`src/rtl/dmem_arb_pkg.sv`:
```
// Shared types and helpers for the two-port data memory arbiter.
package dmem_arb_pkg;

    localparam int NUM_PORTS = 2;

    typedef enum logic {
        EMPTY = 1'b0,
        FULL  = 1'b1
    } slot_state_t;

    typedef logic port_idx_t;

    // A 32-bit access touches adr..adr+3, so the last byte must still be inside memory.
    function automatic logic in_range(input logic [63:0] adr, input int mem_size);
        return (adr + 64'd3) < (64'd1 << mem_size);
    endfunction

endpackage

```
`src/rtl/rr_arbiter_2.sv`:
```
// Two-way round-robin grant: on a tie the port not granted last time wins.
module rr_arbiter_2
    import dmem_arb_pkg::*;
(
    input  logic [1:0] eligible,
    input  port_idx_t  last_grant,
    output logic [1:0] grant
);

    always_comb begin
        grant = eligible;
        if (eligible == 2'b11) begin
            grant = last_grant ? 2'b01 : 2'b10;
        end
    end

endmodule

```
`src/rtl/dmem_arbiter.sv`:
```
// Shares single-port data memory between CPU (port 0) and loader (port 1) with registered responses.
// Define DMEM_ARB_FIXED_PRIO_EN to replace round-robin with fixed priority (port 0 wins ties).
module dmem_arbiter
    import dmem_arb_pkg::*;
#(
    parameter int WIDTH    = 32,
    parameter int MEM_SIZE = 17
) (
    input  logic                              clk,
    input  logic                              rst,
    input  logic [NUM_PORTS-1:0]              req_valid,
    output logic [NUM_PORTS-1:0]              req_ready,
    input  logic [NUM_PORTS-1:0]              req_we,
    input  logic [NUM_PORTS-1:0][WIDTH-1:0]   req_adr,
    input  logic [NUM_PORTS-1:0][WIDTH-1:0]   req_wdata,
    output logic [NUM_PORTS-1:0]              rsp_valid,
    input  logic [NUM_PORTS-1:0]              rsp_ready,
    output logic [NUM_PORTS-1:0][WIDTH-1:0]   rsp_rdata,
    output logic [NUM_PORTS-1:0]              rsp_err,
    output logic [WIDTH-1:0]                  mem_adr,
    output logic [WIDTH-1:0]                  mem_wdata,
    output logic                              mem_we,
    input  logic [WIDTH-1:0]                  mem_rdata
);

    slot_state_t          slot [NUM_PORTS];
    logic [1:0]           eligible;
    logic [1:0]           grant;
    logic                 any_grant;
    port_idx_t            sel;
    logic                 sel_in_range;
    logic [WIDTH-1:0]     adr_q;
    logic [WIDTH-1:0]     wdata_q;

    // A full slot can be refilled in the same cycle its response is consumed.
    always_comb begin
        for (int i = 0; i < NUM_PORTS; i++) begin
            eligible[i]  = req_valid[i] & ((slot[i] == EMPTY) | rsp_ready[i]);
            rsp_valid[i] = (slot[i] == FULL);
        end
    end

`ifdef DMEM_ARB_FIXED_PRIO_EN
    assign grant = eligible[0] ? 2'b01 : {eligible[1], 1'b0};
`else
    port_idx_t last_grant;

    rr_arbiter_2 u_rr (
        .eligible   (eligible),
        .last_grant (last_grant),
        .grant      (grant)
    );

    // Reset value 1 makes port 0 the favoured side of the first tie.
    always_ff @(posedge clk) begin
        if (rst) begin
            last_grant <= 1'b1;
        end else if (any_grant) begin
            last_grant <= sel;
        end
    end
`endif

    assign req_ready    = grant & {2{~rst}};
    assign any_grant    = |req_ready;
    assign sel          = port_idx_t'(req_ready[1]);
    assign sel_in_range = in_range(64'(req_adr[sel]), MEM_SIZE);
    assign mem_we       = any_grant & req_we[sel] & sel_in_range;

    // Address and data bus hold their last granted values between accesses.
    always_comb begin
        mem_adr   = adr_q;
        mem_wdata = wdata_q;
        if (rst) begin
            mem_adr   = '0;
            mem_wdata = '0;
        end else if (any_grant) begin
            mem_adr   = req_adr[sel];
            mem_wdata = req_wdata[sel];
        end
    end

    always_ff @(posedge clk) begin
        if (rst) begin
            adr_q   <= '0;
            wdata_q <= '0;
            for (int i = 0; i < NUM_PORTS; i++) begin
                slot[i]      <= EMPTY;
                rsp_rdata[i] <= '0;
                rsp_err[i]   <= 1'b0;
            end
        end else begin
            if (any_grant) begin
                adr_q   <= req_adr[sel];
                wdata_q <= req_wdata[sel];
            end
            for (int i = 0; i < NUM_PORTS; i++) begin
                if (req_ready[i]) begin
                    slot[i]      <= FULL;
                    rsp_err[i]   <= ~sel_in_range;
                    rsp_rdata[i] <= (sel_in_range && !req_we[i]) ? mem_rdata : '0;
                end else if (rsp_ready[i]) begin
                    slot[i] <= EMPTY;
                end
            end
        end
    end

endmodule

```
`config.mk`:
```
export PLATFORM = sky130hd
export DESIGN_NAME = dmem_arbiter
export DESIGN_NICKNAME = d
export VERILOG_FILES = /design/src/rtl/dmem_arb_pkg.sv /design/src/rtl/rr_arbiter_2.sv /design/src/rtl/dmem_arbiter.sv
export SDC_FILE = /design/constraint.sdc
export NUM_CORES = 1
export LEC_CHECK = 0
export BUFFER_PORTS_ARGS = -buffer_cell sky130_fd_sc_hd__buf_2
export CORE_MARGIN = 3
export CORE_UTILIZATION = 50
export CTS_BUF_LIST = sky130_fd_sc_hd__clkbuf_4
export DETAILED_ROUTE_END_ITERATION = 10
export PLACE_DENSITY = 0.85
export SLEW_MARGIN = 20
export SYNTH_ARGS = -nofsm -noshare
export SYNTH_HDL_FRONTEND = slang
export SYNTH_SLANG_ARGS = --single-unit
```
`constraint.sdc`:
```
create_clock -name clk -period 7.87 [get_ports clk]
set_input_delay 0.3935 -clock clk [delete_from_list [all_inputs] [get_ports clk]]
set_output_delay 0.3935 -clock clk [all_outputs]
set_load 0.05 [all_outputs]
```
==> results of run 1 <==
-- worst min-delay path, cell delays in order --
cell and delay (ps):
buf_2 70, nand2b_1 60, o32ai_1 90
-- report_power, final --
| part | switching (mW) | internal, mW | total (mW) |
|---|---|---|---|
| logic | 0.259 | 0.101 | 0.360 |
| registers | 0.00846 | 0.705 | 0.713 |
| clock network | 0.270 | 0.255 | 0.525 |
| total | 0.537 | 1.06 | 1.60 |
-- worst max path at each step --
| stage | start | to | slack [ps] |
|---|---|---|---|
| after CTS | slot[1] | mem_we | 2650 |
| after floorplan | req_adr[3] | mem_we | 3950 |
| after detailed placement | rst | rsp_rdata[32] | 2850 |
| after global placement | rst | mem_we | 2790 |
| final | slot[1] | mem_we | 2660 |
| after global routing | slot[1] | mem_we | 2250 |
-- cells in the mapped netlist (all sizes together), types with 2 or more instances --
cell,count
nor2b,3
nand4,22
mux2,2
a211oi,4
nand2,140
o31ai,4
buf,14
nand2b,36
clkbuf,52
and3,6
dfxtp,132
mux2i,11
o41ai,2
nor3,9
a311oi,60
o211ai,4
o32ai,32
or3,7
nor2,81
nor4,8
or4,3
nand3b,34
a21oi,7
o21ai,42
a31oi,2
nand3,12
and4,3
xor2,2
inv,36
-- per-stage QoR --
stage               instances  setup slack [ps]   util
floorplan                 785              3950      -
global placement         1196              2790  0.628
detailed placement       1196              2850  0.628
CTS                      1228              2650  0.654
global route             1229              2250  0.654
finish                   1229              2660  0.654
-- registers in the layout, indices dropped and copies added, names as in the netlist --
| register | count |
|---|---|
| wdata_q | 32 |
| slot | 2 |
| last_grant | 1 |
| rsp_err | 2 |
| rsp_rdata | 64 |
| adr_q | 32 |
-- cell families (layout without fill, tap and decap cells) --
| kind of cell | after synthesis | count (layout) |
|---|---|---|
| XOR/XNOR | 3 | 3 |
| AO/OA/AOI/OAI | 165 | 165 |
| AND/OR/NAND/NOR | 368 | 368 |
| other | 0 | 1 |
| flip-flops | 133 | 133 |
| buffers and inverters | 103 | 374 |
| multiplexers | 13 | 13 |
-- area by class of cell --
type | count | area share
clock buffers | 17 | 0.0154
clock inverters | 15 | 0.0241
multi-input cells | 549 | 0.410
inverters | 37 | 0.0171
diodes | 1 | 0.000302
well taps | 172 | 0.0260
flip-flops and latches | 133 | 0.322
repair buffers | 305 | 0.185
-- per-layer routing --
metal / global-route usage / up-vias
met5: 0 / -
met4: 0.0995 / 0
met3: 0.103 / 28
met2: 0.465 / 375
met1: 0.348 / 3237
li1: - / 3347
==> flow_summary.toml, run 1 <==
[synth]
synthArstFlopShare = 0
yosys_warnings = 0
synth_compound_area_frac = 0.212
synth_xor_area_frac = 0.00403
syn_area_um2 = 6520
ys_seq_area_frac = 0.410
ys_seq_elements = 133
muxShareOfSynthArea = 0.0203
synth_edf_count = 1
synth_top_family_by_area = "simple AND/OR/NAND/NOR gates"
syn-num-nets = 953
syn_inst = 785
synthAdderAreaFrac = 0
ys.flop_type = "dfxtp_1"
yosys.area_share.simple = 0.283
synthTopCellsByArea = "dfxtp_1 (41%), a311oi_1 (8.1%), nand2_1 (8.0%)"
avgSynthCellArea_um2 = 8.31
yosys.area.top_type = "dfxtp_1"
yosys.area.top_type_share = 0.405
synth_cell_types = 57

[final_layout]
final_common_cell = "buf_2"
syn2layout_area_growth_pct = 27.2
fin_nets = 1211
final_cell_mix = "buf_2 (301), nand2_1 (139), dfxtp_1 (132)"
drive_gt1_frac = 0.359
fill_cells = 1105
ff_latch_area_um2 = 2670
multi_input_area_um2 = 3400
final_cell_area_um2 = 8290

[die]
die_h_um = 120
dieWidth_um = 120
die-area_um2 = 14400
rows = 41
start_util = 0.515
boundaryPins = 303
core_area_um2 = 12700

[timing]
rsz0062_at_grt = "false"
tightest_slew_ps = 1050
fin_setup_tns_ps = 0
period_share = 0.662
max_slew_margin = 0.298
setup_viol = 0
post-route-min-period_ps = 5210
timing.hold.ws_ps = 115
clock_skew_ps = 14.4
finalHoldViolations = 0
drv_slew = 0
fmax_ghz = 0.192

[power_and_ir_drop]
power_mw = 1.60
p_leak_nw = 3.70
peakVddDrop_mv = 0.141
p_per_area_nw_per_um2 = 193

[route]
drt-met1-wl_um = 8480
first_iter_violations = 558
wl_met3_um = 2340
postRouteAntennaNets = 0
route.met2.wl_um = 10300
routed-via-count = 6987
vias_per_cell = 5.69
route.detailed.drc = 0
routed_wl_um = 21500
wl_per_cell_um = 17.5
dr.pass1.iters = 5
highest-signal-layer = "met4"

[run_status]
status = "finished clean"

[setup_path]
end_kind = "primary output"
slowest_delay_ps = 770
r2r_start = "slot[1]"
critPathKind = "flip-flop to primary output"
arrival_ps = 4810
critPathRequiredTime_ps = 7480
cp.depth = 11
critPathBufInv = 2
r2r-end = "rsp_rdata[63]"
crit_slowest_cell = "inv_4"
critPathMaxFanout = 107
rrSetupSlack_ps = 3180
rr_worst_depth = 10
cp_cell_sequence = "nand2b_1, and3b_1, nand2_8, inv_4, o31ai_2, mux2i_1, a2111oi_0, and4_2, nand4_1, nor3b_1, buf_2"
crit_path_start_kind = "flip-flop"
crit_family = "simple AND/OR/NAND/NOR gates"

[worst_hold_path]
min-delay-start = "mem_rdata[0]"
whs_endpoint = "rsp_rdata[0]"
holdPathStages = 3
hp-class = "primary input to flip-flop"

[clock_network]
postCtsHoldBufs = 0
cts-root-buf = "clkbuf_4"
cts_resized = 0
clock_latency_ps = 550
clock_sinks = 133
cts_buffers = 17
cts_tree = "yes"
cts.htree.levels = 4
clock_path_buffers = 2
cts_setup_buffers = 0
clk_transition_reported_paths_ps = 120

[placement]
portBuffers = 302
place.gp.congestion = 0.922
dpl-instance-area_um2 = 7960
dp_hpwl_um = 15300

[global_route]
antenna_found_initial = 1
gr-total-overflow = 0
grt_pass1_wl_um = 32900
grt_max_degree = 110
first_global_vias = 6340
grt_util_all_layers = 0.285

[job]
drv_cap = 0
(Power assumes the default switching activity.)
==> run 2, diff against run 1 <==
--- a/config.mk
+++ b/config.mk
@@ -7,10 +7,10 @@
 export LEC_CHECK = 0
 export BUFFER_PORTS_ARGS = -buffer_cell sky130_fd_sc_hd__buf_2
 export CORE_MARGIN = 3
-export CORE_UTILIZATION = 50
+export CORE_UTILIZATION = 44
 export CTS_BUF_LIST = sky130_fd_sc_hd__clkbuf_4
 export DETAILED_ROUTE_END_ITERATION = 10
-export PLACE_DENSITY = 0.85
+export PLACE_DENSITY = 0.79
 export SLEW_MARGIN = 20
 export SYNTH_ARGS = -nofsm -noshare
 export SYNTH_HDL_FRONTEND = slang
==> constraint.sdc (replaced) <==
create_clock -name clk -period 4.3 [get_ports clk]
set_input_delay 0.215 -clock clk [delete_from_list [all_inputs] [get_ports clk]]
set_output_delay 0.215 -clock clk [all_outputs]
set_load 0.05 [all_outputs]
==> run 2 against run 1 <==
Net effect: core utilization grew 4.0 points; via count is 15% higher; hold slack got worse by 86 ps; flip-flop and latch count did not move; register-to-register slack lost 2300 ps.
==> flow_summary.toml, run 2 (synthesis gave the netlist of run 1 again) <==
[global_route]
grt_max_degree = 89
first_global_vias = 8071
antenna_found_initial = 3
grt_util_all_layers = 0.327
grt_pass1_wl_um = 42500
gr-total-overflow = 0

[run_status]
status = "finished clean"

[power_and_ir_drop]
p_int_mw = 1.86
combPwrFrac = 0.279
peakVddDrop_mv = 0.303
seqPwrFrac = 0.440
p_per_area_nw_per_um2 = 302
p_leak_nw = 4.45
clockPowerShare = 0.280
p_switching_mw = 1.12
p_sw_frac = 0.376

[final_layout]
fill_cells = 1029
largest_reg_flops = 64
final_common_cell = "buf_2"
layout.cells.non_filler = 1399
syn2layout_area_growth_pct = 51.2
fin_nets = 1371
drive_gt1_frac = 0.325
reg.largest.list = "rsp_rdata: 64 flops, adr_q: 32 flops, wdata_q: 32 flops"
final_cell_area_um2 = 9860
largest_register = "rsp_rdata"
final_cell_mix = "buf_2 (300), dlygate4sd3_1 (150), nand2_1 (139)"

[clock_network]
cts_tree = "yes"
clock_latency_ps = 600
cts-root-buf = "clkbuf_4"
cts.htree.levels = 4
clk_transition_reported_paths_ps = 140
clock_sinks = 133
cts_buffers = 17
clock_path_buffers = 2

[route]
routed_wl_um = 27400
wl_per_cell_um = 19.6
vias_per_cell = 5.75
dr.pass1.iters = 7
postRouteAntennaNets = 0
first_iter_violations = 567
drt-met1-wl_um = 9940
route.detailed.drc = 0
route.met2.wl_um = 13100
wl_met3_um = 3050
routed-via-count = 8040
highest-signal-layer = "met4"

[placement]
dpl-instance-area_um2 = 8050
portBuffers = 302
place.gp.congestion = 0.918
dp_cells = 1213
dp_hpwl_um = 16400

[worst_hold_path]
min-delay-start = "req_adr[31]"
holdPathStages = 3
hp-class = "primary input to flip-flop"
whs_endpoint = "adr_q[31]"

[timing]
tightest_slew_ps = 888
period_share = 0.930
fmax_ghz = 0.250
rsz0062_at_grt = "false"
max_slew_margin = 0.408
drv_slew = 0
post-route-min-period_ps = 4000
fin_setup_tns_ps = 0
setup_viol = 0
finalHoldViolations = 0
clock_skew_ps = 27.9

[die]
core_area_um2 = 14200
rows = 43
boundaryPins = 303
die-area_um2 = 16300
dieWidth_um = 128
start_util = 0.459
die_h_um = 128

[setup_path]
critPathRequiredTime_ps = 4090
arrival_ps = 3780
crit_path_start_kind = "primary input"
cp_cell_sequence = "dlygate4sd3_1, buf_2, nand4_1, or3_1, nor4_2, mux2i_1, mux2i_1, a2111oi_1, and4_2, nand4_1, nor3b_1, clkbuf_4"
end_kind = "primary output"
rr_worst_depth = 10
critPathKind = "primary input to primary output"
r2r_start = "slot[1]"
crit_family = "simple AND/OR/NAND/NOR gates"
r2r-end = "rsp_rdata[11]"
slowest_delay_ps = 520
critPathMaxFanout = 5
crit_slowest_cell = "dlygate4sd3_1"
critPathBufInv = 3
rrSetupSlack_ps = 930

[job]
drv_cap = 0
==> run 2: cell types whose count changed in the layout (fill, tap and decap cells not counted), sizes merged <==
cell         previous run  this run
bufinv                  4         0
clkinv                  4         3
diode                   1         3
dlygate4sd3             0       150
inv                    42        46
buf                   305       314
clkbuf                 17        19
==> run 2: layout make-up <==
| class | instances | area [um^2] | share of cell area |
|---|---|---|---|
| multi-input cells | 549 | 3420 | 0.346 |
| clock buffers | 18 | 135 | 0.0137 |
| flip-flops and latches | 133 | 2670 | 0.271 |
| inverters | 37 | 144 | 0.0146 |
| diodes | 3 | 7.51 | 0.000761 |
| repair buffers | 465 | 3130 | 0.317 |
| well taps | 180 | 225 | 0.0228 |
| clock inverters | 14 | 133 | 0.0135 |
==> run 2: worst max path at each step <==
stage                             from        end  slack [ps]  cells past startpoint
after floorplan                slot[1]  adr_q[15]         730                      9
after global placement    rsp_ready[1]     mem_we         610                     12
after detailed placement  rsp_ready[1]     mem_we         590                     12
after CTS                      slot[0]     mem_we          60                     11
after global routing        req_adr[3]     mem_we          80                     12
final                       req_adr[3]     mem_we         300                     12
==> run 2: what timing repair did <==
action,CTS,global route
resized for setup,1,6
pin swaps,0,1
setup endpoints to repair,1,1
hold buffers,150,0
buffers inserted,0,1
gates cloned,0,0
hold endpoints to repair,125,0
==> run 2: metal layers <==
| layer | track usage | up-vias |
|---|---|---|
| met3 | 0.112 | 105 |
| li1 | - | 3678 |
| met4 | 0.180 | 0 |
| met5 | 0 | - |
| met1 | 0.367 | 3735 |
| met2 | 0.542 | 522 |
==> run 2: power groups by stage <==
stage	clock network [mW]	registers, mW	logic (mW)
finish	0.833	1.31	0.831
detailed placement	0	1.33	0.666
global route	0.891	1.31	0.882
floorplan	0	1.34	0.444
CTS	0.837	1.30	0.797
global placement	0	1.33	0.664
==> run 2: tightest hold or removal path, cell delays in order <==
cell	delay (ps)
buf_2	140
nand2_1	70
a311oi_1	150
==> run 2: through the flow <==
stage | hold WS (ps) | util | worst slack (ps) | total power [mW]
3_5_place_dp | 465 | 0.567 | 589 | 2.00
3_3_place_gp | 461 | 0.567 | 615 | 1.99
2_1_floorplan | 389 | - | 734 | 1.78
5_1_grt | 8.08 | 0.694 | 75.2 | 3.09
6_report | 28.9 | 0.694 | 300 | 2.97
4_1_cts | 0.945 | 0.692 | 61.2 | 2.94
